<file path="config.mk">
export PLATFORM = sky130hd
export DESIGN_NAME = source_gen_sel
export DESIGN_NICKNAME = d
export VERILOG_FILES = /design/src/rtl/source_gen_pkg.sv /design/src/rtl/source_gen_sel_debounce.sv /design/src/rtl/source_gen_sel.sv
export SDC_FILE = /design/constraint.sdc
export NUM_CORES = 1
export LEC_CHECK = 0
export CAP_MARGIN = 5
export CORE_ASPECT_RATIO = 0.9
export CORE_MARGIN = 1.5
export CORE_UTILIZATION = 39
export DETAILED_ROUTE_END_ITERATION = 10
export PLACE_DENSITY = 0.8
export SYNTH_ARGS = -nofsm -noshare
export SYNTH_HDL_FRONTEND = slang
export SYNTH_SLANG_ARGS = --single-unit
export TNS_END_PERCENT = 10
</file>
<file path="constraint.sdc">
create_clock -name clk1280 -period 2 [get_ports clk1280]
set_clock_uncertainty 0.1 [all_clocks]
set_input_delay 0.6 -clock clk1280 [delete_from_list [all_inputs] [get_ports clk1280]]
set_output_delay 0.6 -clock clk1280 [all_outputs]
set_load 0.1 [all_outputs]
</file>
<file path="src/rtl/source_gen_pkg.sv">
// Shared constants for the FMC test-pattern source selector.
// Two-state controller: RUN streams the selected channel, BLANK drives the idle word.
`timescale 1ns/1ps
package source_gen_pkg;

  localparam logic [0:0] RUN   = 1'b0;
  localparam logic [0:0] BLANK = 1'b1;

  localparam logic [15:0] IDLE_DEFAULT = 16'h0000;

endpackage

</file>
<file path="src/rtl/source_gen_sel_debounce.sv">
// Push-button conditioner: 2-flop synchroniser, stability counter and
// a one-cycle pulse on each debounced press (released -> pressed).
`timescale 1ns/1ps
module btn_debounce #(
  parameter int DEB_CYC = 16
) (
  input  logic clk1280,
  input  logic rst_n,
  input  logic btn_n,
  output logic press_pulse
);

  localparam int CW = $clog2(DEB_CYC);

  logic          sync1_q, sync2_q;
  logic          deb_q, deb_d;
  logic          press_q, press_d;
  logic [CW-1:0] cnt_q, cnt_d;

  // The counter tracks how long the synced level has disagreed with the
  // debounced level; any agreeing sample starts the count over.
  always_comb begin
    deb_d   = deb_q;
    press_d = 1'b0;
    cnt_d   = '0;
    if (sync2_q != deb_q) begin
      if (cnt_q == CW'(DEB_CYC - 1)) begin
        deb_d   = sync2_q;
        press_d = deb_q;
      end else begin
        cnt_d = cnt_q + CW'(1);
      end
    end
  end

  always_ff @(posedge clk1280 or negedge rst_n) begin
    if (!rst_n) begin
      sync1_q <= 1'b1;
      sync2_q <= 1'b1;
      deb_q   <= 1'b1;
      press_q <= 1'b0;
      cnt_q   <= '0;
    end else begin
      sync1_q <= btn_n;
      sync2_q <= sync1_q;
      deb_q   <= deb_d;
      press_q <= press_d;
      cnt_q   <= cnt_d;
    end
  end

  assign press_pulse = press_q;

endmodule

</file>
<file path="src/rtl/source_gen_sel.sv">
// N-channel test-pattern selector for the FMC output bus; every channel
// change is bracketed by a fixed run of idle words.
`timescale 1ns/1ps
module source_gen_sel
  import source_gen_pkg::*;
#(
  parameter int              NCH       = 4,
  parameter int              DW        = 16,
  parameter int              DEB_CYC   = 16,
  parameter int              GAP_CYC   = 8,
  parameter logic [DW-1:0]   IDLE_WORD = DW'(IDLE_DEFAULT),
  localparam int             SELW      = $clog2(NCH)
) (
  input  logic              clk1280,
  input  logic              rst_n,
  input  logic [NCH*DW-1:0] ch_data,
  input  logic              btn_next_n,
  input  logic [SELW-1:0]   sel_ext,
  input  logic              sel_load,
  output logic [DW-1:0]     source_out,
  output logic [SELW-1:0]   indic,
  output logic              switching
);

  localparam int GW = (GAP_CYC > 1) ? $clog2(GAP_CYC) : 1;

  logic            press;
  logic [0:0]      state_q, state_d;
  logic [SELW-1:0] indic_q, indic_d;
  logic [GW-1:0]   gap_q, gap_d;
  logic            sw_q, sw_d;
  logic [DW-1:0]   out_q, out_d;
  logic [SELW-1:0] next_idx;
  logic            load_ok;

  btn_debounce #(
    .DEB_CYC(DEB_CYC)
  ) u_deb (
    .clk1280    (clk1280),
    .rst_n      (rst_n),
    .btn_n      (btn_next_n),
    .press_pulse(press)
  );

  assign next_idx = (indic_q == SELW'(NCH - 1)) ? '0 : indic_q + SELW'(1);
  assign load_ok  = sel_load && (int'(sel_ext) < NCH) && (sel_ext != indic_q);

  // A direct load always beats a button press; presses are dropped while blanking.
  always_comb begin
    state_d = state_q;
    indic_d = indic_q;
    gap_d   = gap_q;
    sw_d    = sw_q;
    out_d   = out_q;
    if (state_q == RUN) begin
      out_d = ch_data[int'(indic_q)*DW +: DW];
      if (load_ok || press) begin
        indic_d = load_ok ? sel_ext : next_idx;
        gap_d   = GW'(GAP_CYC - 1);
        sw_d    = 1'b1;
        state_d = BLANK;
      end
    end else begin
      out_d = IDLE_WORD;
      if (load_ok) begin
        indic_d = sel_ext;
        gap_d   = GW'(GAP_CYC - 1);
      end else if (gap_q == '0) begin
        sw_d    = 1'b0;
        state_d = RUN;
      end else begin
        gap_d = gap_q - GW'(1);
      end
    end
  end

  always_ff @(posedge clk1280 or negedge rst_n) begin
    if (!rst_n) begin
      state_q <= RUN;
      indic_q <= '0;
      gap_q   <= '0;
      sw_q    <= 1'b0;
      out_q   <= '0;
    end else begin
      state_q <= state_d;
      indic_q <= indic_d;
      gap_q   <= gap_d;
      sw_q    <= sw_d;
      out_q   <= out_d;
    end
  end

  assign source_out = out_q;
  assign indic      = indic_q;
  assign switching  = sw_q;

endmodule

</file>
==> results of run 1 <==
## kinds of logic after synthesis
group / Yosys count
multiplexers: 20
AND/OR/NAND/NOR: 38
adder cells (fa/ha/maj): 4
AO/OA/AOI/OAI: 12
XOR/XNOR: 4
flip-flops: 31
buffers and inverters: 9
## layout by cell type, fill, tap and decap left out, types with 3 or more instances in the layout
cell type        Yosys  layout
a21oi_1              5       5
and2_1              17      17
buf_12               1      21
clkbuf_8             0       5
clkdlybuf4s50_1      0      69
dfrtp_1             28      26
dfstp_2              3       3
ha_1                 4       4
inv_1                4       4
mux2i_1              3       3
mux4_1               9       9
mux4_2               7       7
nor2_1               9       9
o21ai_0              3       3
## cell usage after synthesis, types with 2 or more instances
cell / count / area, sq um
dfstp_2: 3 / 78.8
mux2i_1: 3 / 30.0
inv_1: 4 / 15.0
dfrtp_1: 28 / 701
nand3_1: 2 / 10.0
ha_1: 4 / 50.1
mux4_2: 7 / 158
buf_2: 2 / 10.0
nor3b_1: 2 / 15.0
nor2b_1: 2 / 12.5
and2_1: 17 / 106
o21ai_2: 2 / 17.5
xor2_1: 2 / 17.5
a21oi_1: 5 / 25.0
o21ai_0: 3 / 15.0
nand2b_1: 2 / 12.5
nor2_1: 9 / 33.8
xnor2_1: 2 / 17.5
mux4_1: 9 / 236
## worst paths after layout
kind,start,cells past startpoint,endpoint
max,indic[1]$_DFFE_PN0P_,1,indic[1]
min in group asynchronous,rst_n,2,switching$_DFFE_PN0P_
min reg2reg,u_deb.sync1_q$_DFF_PN1_,0,u_deb.sync2_q$_DFF_PN1_
min,u_deb.sync1_q$_DFF_PN1_,0,u_deb.sync2_q$_DFF_PN1_
max in group asynchronous,rst_n,2,u_deb.sync2_q$_DFF_PN1_
max reg2reg,indic[1]$_DFFE_PN0P_,3,gap_q[1]$_DFFE_PN0P_
## state kept, by name, summed over array words and instances (netlist names), 2 cells and up
name,count
source_out,16
indic,2
gap_q,3
u_deb.cnt_q,4
## power by group through the flow
stage,logic [mW],registers [mW],clock network (mW)
6_report,1.27,0.845,0.590
5_1_grt,1.35,0.857,0.639
4_1_cts,1.28,0.846,0.600
3_5_place_dp,1.28,0.855,0
3_3_place_gp,1.24,0.843,0
2_1_floorplan,0.557,1.12,0
## through the flow
step                total power, mW  setup WS (ps)
finish                         2.71            145
global route                   2.84           79.6
CTS                            2.73            128
detailed placement             2.14          -39.0
global placement               2.09           30.8
floorplan                      1.68            107
## layout make-up
cell class	instances	area [sq um]	area share [%]
Clock buffer	7	76.3	2.65
Clock inverter	1	30.0	1.04
Inverter	4	15.0	0.521
Multi-Input combinational cell	78	808	28.0
Sequential cell	31	782	27.1
Tap cell	48	60.1	2.08
Timing Repair Buffer	90	1110	38.5
## metal layers
layer | global-route usage [%] | routed length (um)
met3 | 7.15 | 367
met4 | 8.49 | 85
met5 | 0 | 0
met2 | 33.3 | 2140
met1 | 18.6 | 1360
==> reports/results.txt, run 1 <==
status - finished clean
simple logic cell fraction of the synthesized area - 13.0%
Sink Count - 31
Setup Fix Bufs, Post-CTS - 0
FILL cells - 277
MaxCap Viol Count - 0
fin area - 0.00288 sq mm
sequential share of the synthesized area - 47.3%
CP endpoint kind - output pin
ys flop type - dfrtp_1
gpl congestion - 0.745
final core utilization - 70.8%
CTS tree - yes
sw power - 980 uW
post-synthesis async set-or-reset flop share - 100%
Tightest Hold Check Type - reg -> reg
initial antenna violation count - 0
sequential share of power - 31.2%
hold slack - 255 ps
diode count - 0
synthesis-stage register bit count - 31
Sw Share - 36.2%
grt total ovfl - 0
share of cells above drive strength 1 - 19.9%
area grow syn2layout - 74.9%
average footprint of a synthesized cell - 14.0 sq um
Leak - 1.24 nW
Hold Vio Cnt, Final - 0
via count - 1353
Yosys cell types - 29
CP max stage delay - 630 ps
CTS Buf Count - 5
min Tclk post-route - 1860 ps
post-route setup TNS - 0 ps
worst path required time - 1300 ps
nets@finish - 284
CP delay by family, top - flip-flops
Critical Path Start Type - flop
Period Utilization, post-route - 92.8%
Ports - 89
kind of critical path - reg -> out
Starting Density - 40.4%
mean routed wirelength per cell - 15.3 um
Mapped Cells - 118
largest net degree at the start of global routing - 32
area share of fa/ha/maj cells after synthesis - 3.04%
Worst VDD drop - 0.770 mV
Pwr Density - 940 mW/mm^2
mapped cell area - 0.00165 sq mm
worst skew pair latency - 280 ps
DRT iter0 DRCs - 47
CP max FO - 20
logic gate share of total power - 47.0%
yosys warns - 0
vias in the first global route - 1395
Core Area - 0.00407 sq mm
Root Driver - clkbuf_8
internal power - 1.73 mW
Die Span Y - 64.7 um
Final setup viols - 0
CP bufs+invs - 1
Slew @ Worst Pin - 438 ps
HPWL after detailed placement - 3150 um
post-synthesis mux area share - 26.4%
Synth Area in Compound Gates - 4.48%
Post-Route WL - 3950 um
flop2flop setup slack - 400 ps
Die X - 71.5 um
Routed Antenna Nets - 0
cts hold-fix bufs - 0
Fmax - 539 MHz
CP max stage cell - dfrtp_2
crit-path cells - buf_12
drt via density - 5.22
XOR/XNOR Fraction of Synth Area - 2.13%
RSZ-0062 raised after global routing - false
CTS Buffer Depth - 2
combinational family with the most area after synthesis - multiplexers
syn nets - 192
FP Rows - 22
DP Area - 0.00278 sq mm
H-tree levels - 2
first-pass GRT wire length - 6260 um
clock-pin transition on the worst setup and hold timing paths - 60 ps
Critical Path AT - 1160 ps
All-Layer GR Usage - 18.4%
Worst slew margin - 70.7%
clock network power share - 21.8%
non-filler instance count after layout - 259
Port Buffers - 88
Die Area - 0.00462 sq mm
EDFF count, synth - 0
DR pass1 iterations - 6
Post-route DRC - 0
Slew Viols, Final - 0
Placed Instances - 251
post_cts resized - 0
No activity file was read; power rests on OpenSTA's default activity.
==> inputs of run 2 (changes only) <==
Clock period 2 ns to 1.95 ns, I/O delays scaled along.
==> run 2 against run 1 <==
  * The run now ends with design-rule violations left
  * Utilization down 0.18 points
  * Die area unchanged
  * Clock power down 20%
  * Non-clock buffer count up 2
  * Sequential share of layout area up 0.071 points
  * Global-route usage up 1.0 points
  * Critical path type unchanged
  * Largest cell class unchanged
==> reports/results.txt, run 2 (synthesis gave the netlist of run 1 again) <==
status - complete, but fails checks
failing checks - design-rule violations
Period Utilization, post-route - 95.1%
CP max stage delay - 640 ps
max reg flops - 16
worst skew pair latency - 280 ps
via count - 1341
Critical Path Start Type - flop
mean routed wirelength per cell - 15.3 um
MaxCap Viol Count - 0
Slew @ Worst Pin - 459 ps
DR pass1 iterations - 7
Final setup viols - 0
HPWL after detailed placement - 3280 um
sw power - 1.02 mW
clock network power share - 17.7%
gpl congestion - 0.739
All-Layer GR Usage - 19.4%
worst path required time - 1260 ps
most frequent cells in the layout - clkdlybuf4s50_1, dfrtp_1, buf_12
Core Area - 0.00407 sq mm
final core utilization - 70.6%
CP max stage cell - dfrtp_2
Post-route DRC - 1
post-route setup TNS - 0 ps
Critical Path AT - 1170 ps
Routed Antenna Nets - 0
FF+latch area - 782 sq um
nets@finish - 286
CTS Buf Count - 5
drt via density - 5.14
Ports - 89
Post-Route WL - 3990 um
total power of the final layout - 2.67 mW
area of the multi-input gates - 808 sq um
sequential share of power - 32.4%
logic gate share of total power - 49.9%
CP bufs+invs - 1
CP max FO - 20
Tightest Hold Check Type - reg -> reg
Port Buffers - 88
Sink Count - 31
crit-path cells - buf_12
hold slack - 259 ps
CTS Buffer Depth - 2
internal power - 1.65 mW
min Tclk post-route - 1850 ps
fin area - 0.00288 sq mm
Sw Share - 38.2%
CP delay by family, top - flip-flops
RSZ-0062 raised after global routing - false
FP Rows - 22
diode count - 0
Fmax - 539 MHz
Leak - 1.24 nW
largest net degree at the start of global routing - 32
grt total ovfl - 0
vias in the first global route - 1479
CP endpoint kind - output pin
Die Area - 0.00462 sq mm
Worst slew margin - 69.4%
Slew Viols, Final - 0
FILL cells - 279
DP Area - 0.00279 sq mm
area grow syn2layout - 74.5%
Die X - 71.5 um
Pwr Density - 928 mW/mm^2
DRT iter0 DRCs - 141
most common cell after layout, fill and taps aside - clkdlybuf4s50_1
share of cells above drive strength 1 - 21.6%
initial antenna violation count - 0
clock-pin transition on the worst setup and hold timing paths - 60 ps
Starting Density - 40.4%
Hold Vio Cnt, Final - 0
kind of critical path - reg -> out
Die Span Y - 64.7 um
H-tree levels - 2
Setup Fix Bufs, Post-CTS - 0
Worst VDD drop - 0.786 mV
Root Driver - clkbuf_8
first-pass GRT wire length - 6740 um
cts hold-fix bufs - 0
post_cts resized - 0
CTS tree - yes
## run 2: cell types whose count changed in the layout (fill, tap and decap cells not counted), sizes merged
cell / before / now
buf: 21 / 23
clkbuf: 7 / 5
bufinv: 1 / 0
clkinv: 0 / 3
## run 2: path summary, 6_finish.rpt
path	from	end	slack [ps]	depth (start not counted)
max reg2reg	indic[0]$_DFFE_PN0P_	source_out[2]$_DFF_PN0_	430	3
max	indic[1]$_DFFE_PN0P_	indic[1]	100	1
max in group asynchronous	rst_n	u_deb.deb_q$_DFFE_PN1P_	950	2
min	u_deb.sync1_q$_DFF_PN1_	u_deb.sync2_q$_DFF_PN1_	260	0
min reg2reg	u_deb.sync1_q$_DFF_PN1_	u_deb.sync2_q$_DFF_PN1_	260	0
min in group asynchronous	rst_n	u_deb.press_pulse$_DFF_PN0_	570	2
## run 2: layer usage
layer	track usage [%]	up-vias	wire [um]
met5	0	-	0
met4	6.13	0	51
met3	5.75	4	313
met2	35.9	68	2180
met1	21.4	651	1450
li1	-	618	-
## run 2: layout make-up
type	instances	area share, %
Clock buffer	5	2.39
Clock inverter	3	0.522
Inverter	4	0.522
Multi-Input combinational cell	78	28.1
Sequential cell	31	27.2
Tap cell	48	2.09
Timing Repair Buffer	92	39.2
## run 2: power groups by stage
stage / combinational (mW) / sequential [mW] / clock, mW
2_1_floorplan: 0.572 / 1.15 / 0
3_3_place_gp: 1.29 / 0.867 / 0
3_5_place_dp: 1.34 / 0.872 / 0
4_1_cts: 1.34 / 0.863 / 0.486
5_1_grt: 1.41 / 0.879 / 0.518
6_report: 1.33 / 0.863 / 0.473
## run 2: metrics by stage
stage	worst slack, ps	cells
after global routing	43.9	261
after floorplan	57.3	118
after detailed placement	29.7	253
after CTS	92.6	261
after global placement	78.2	253
final	95.8	261
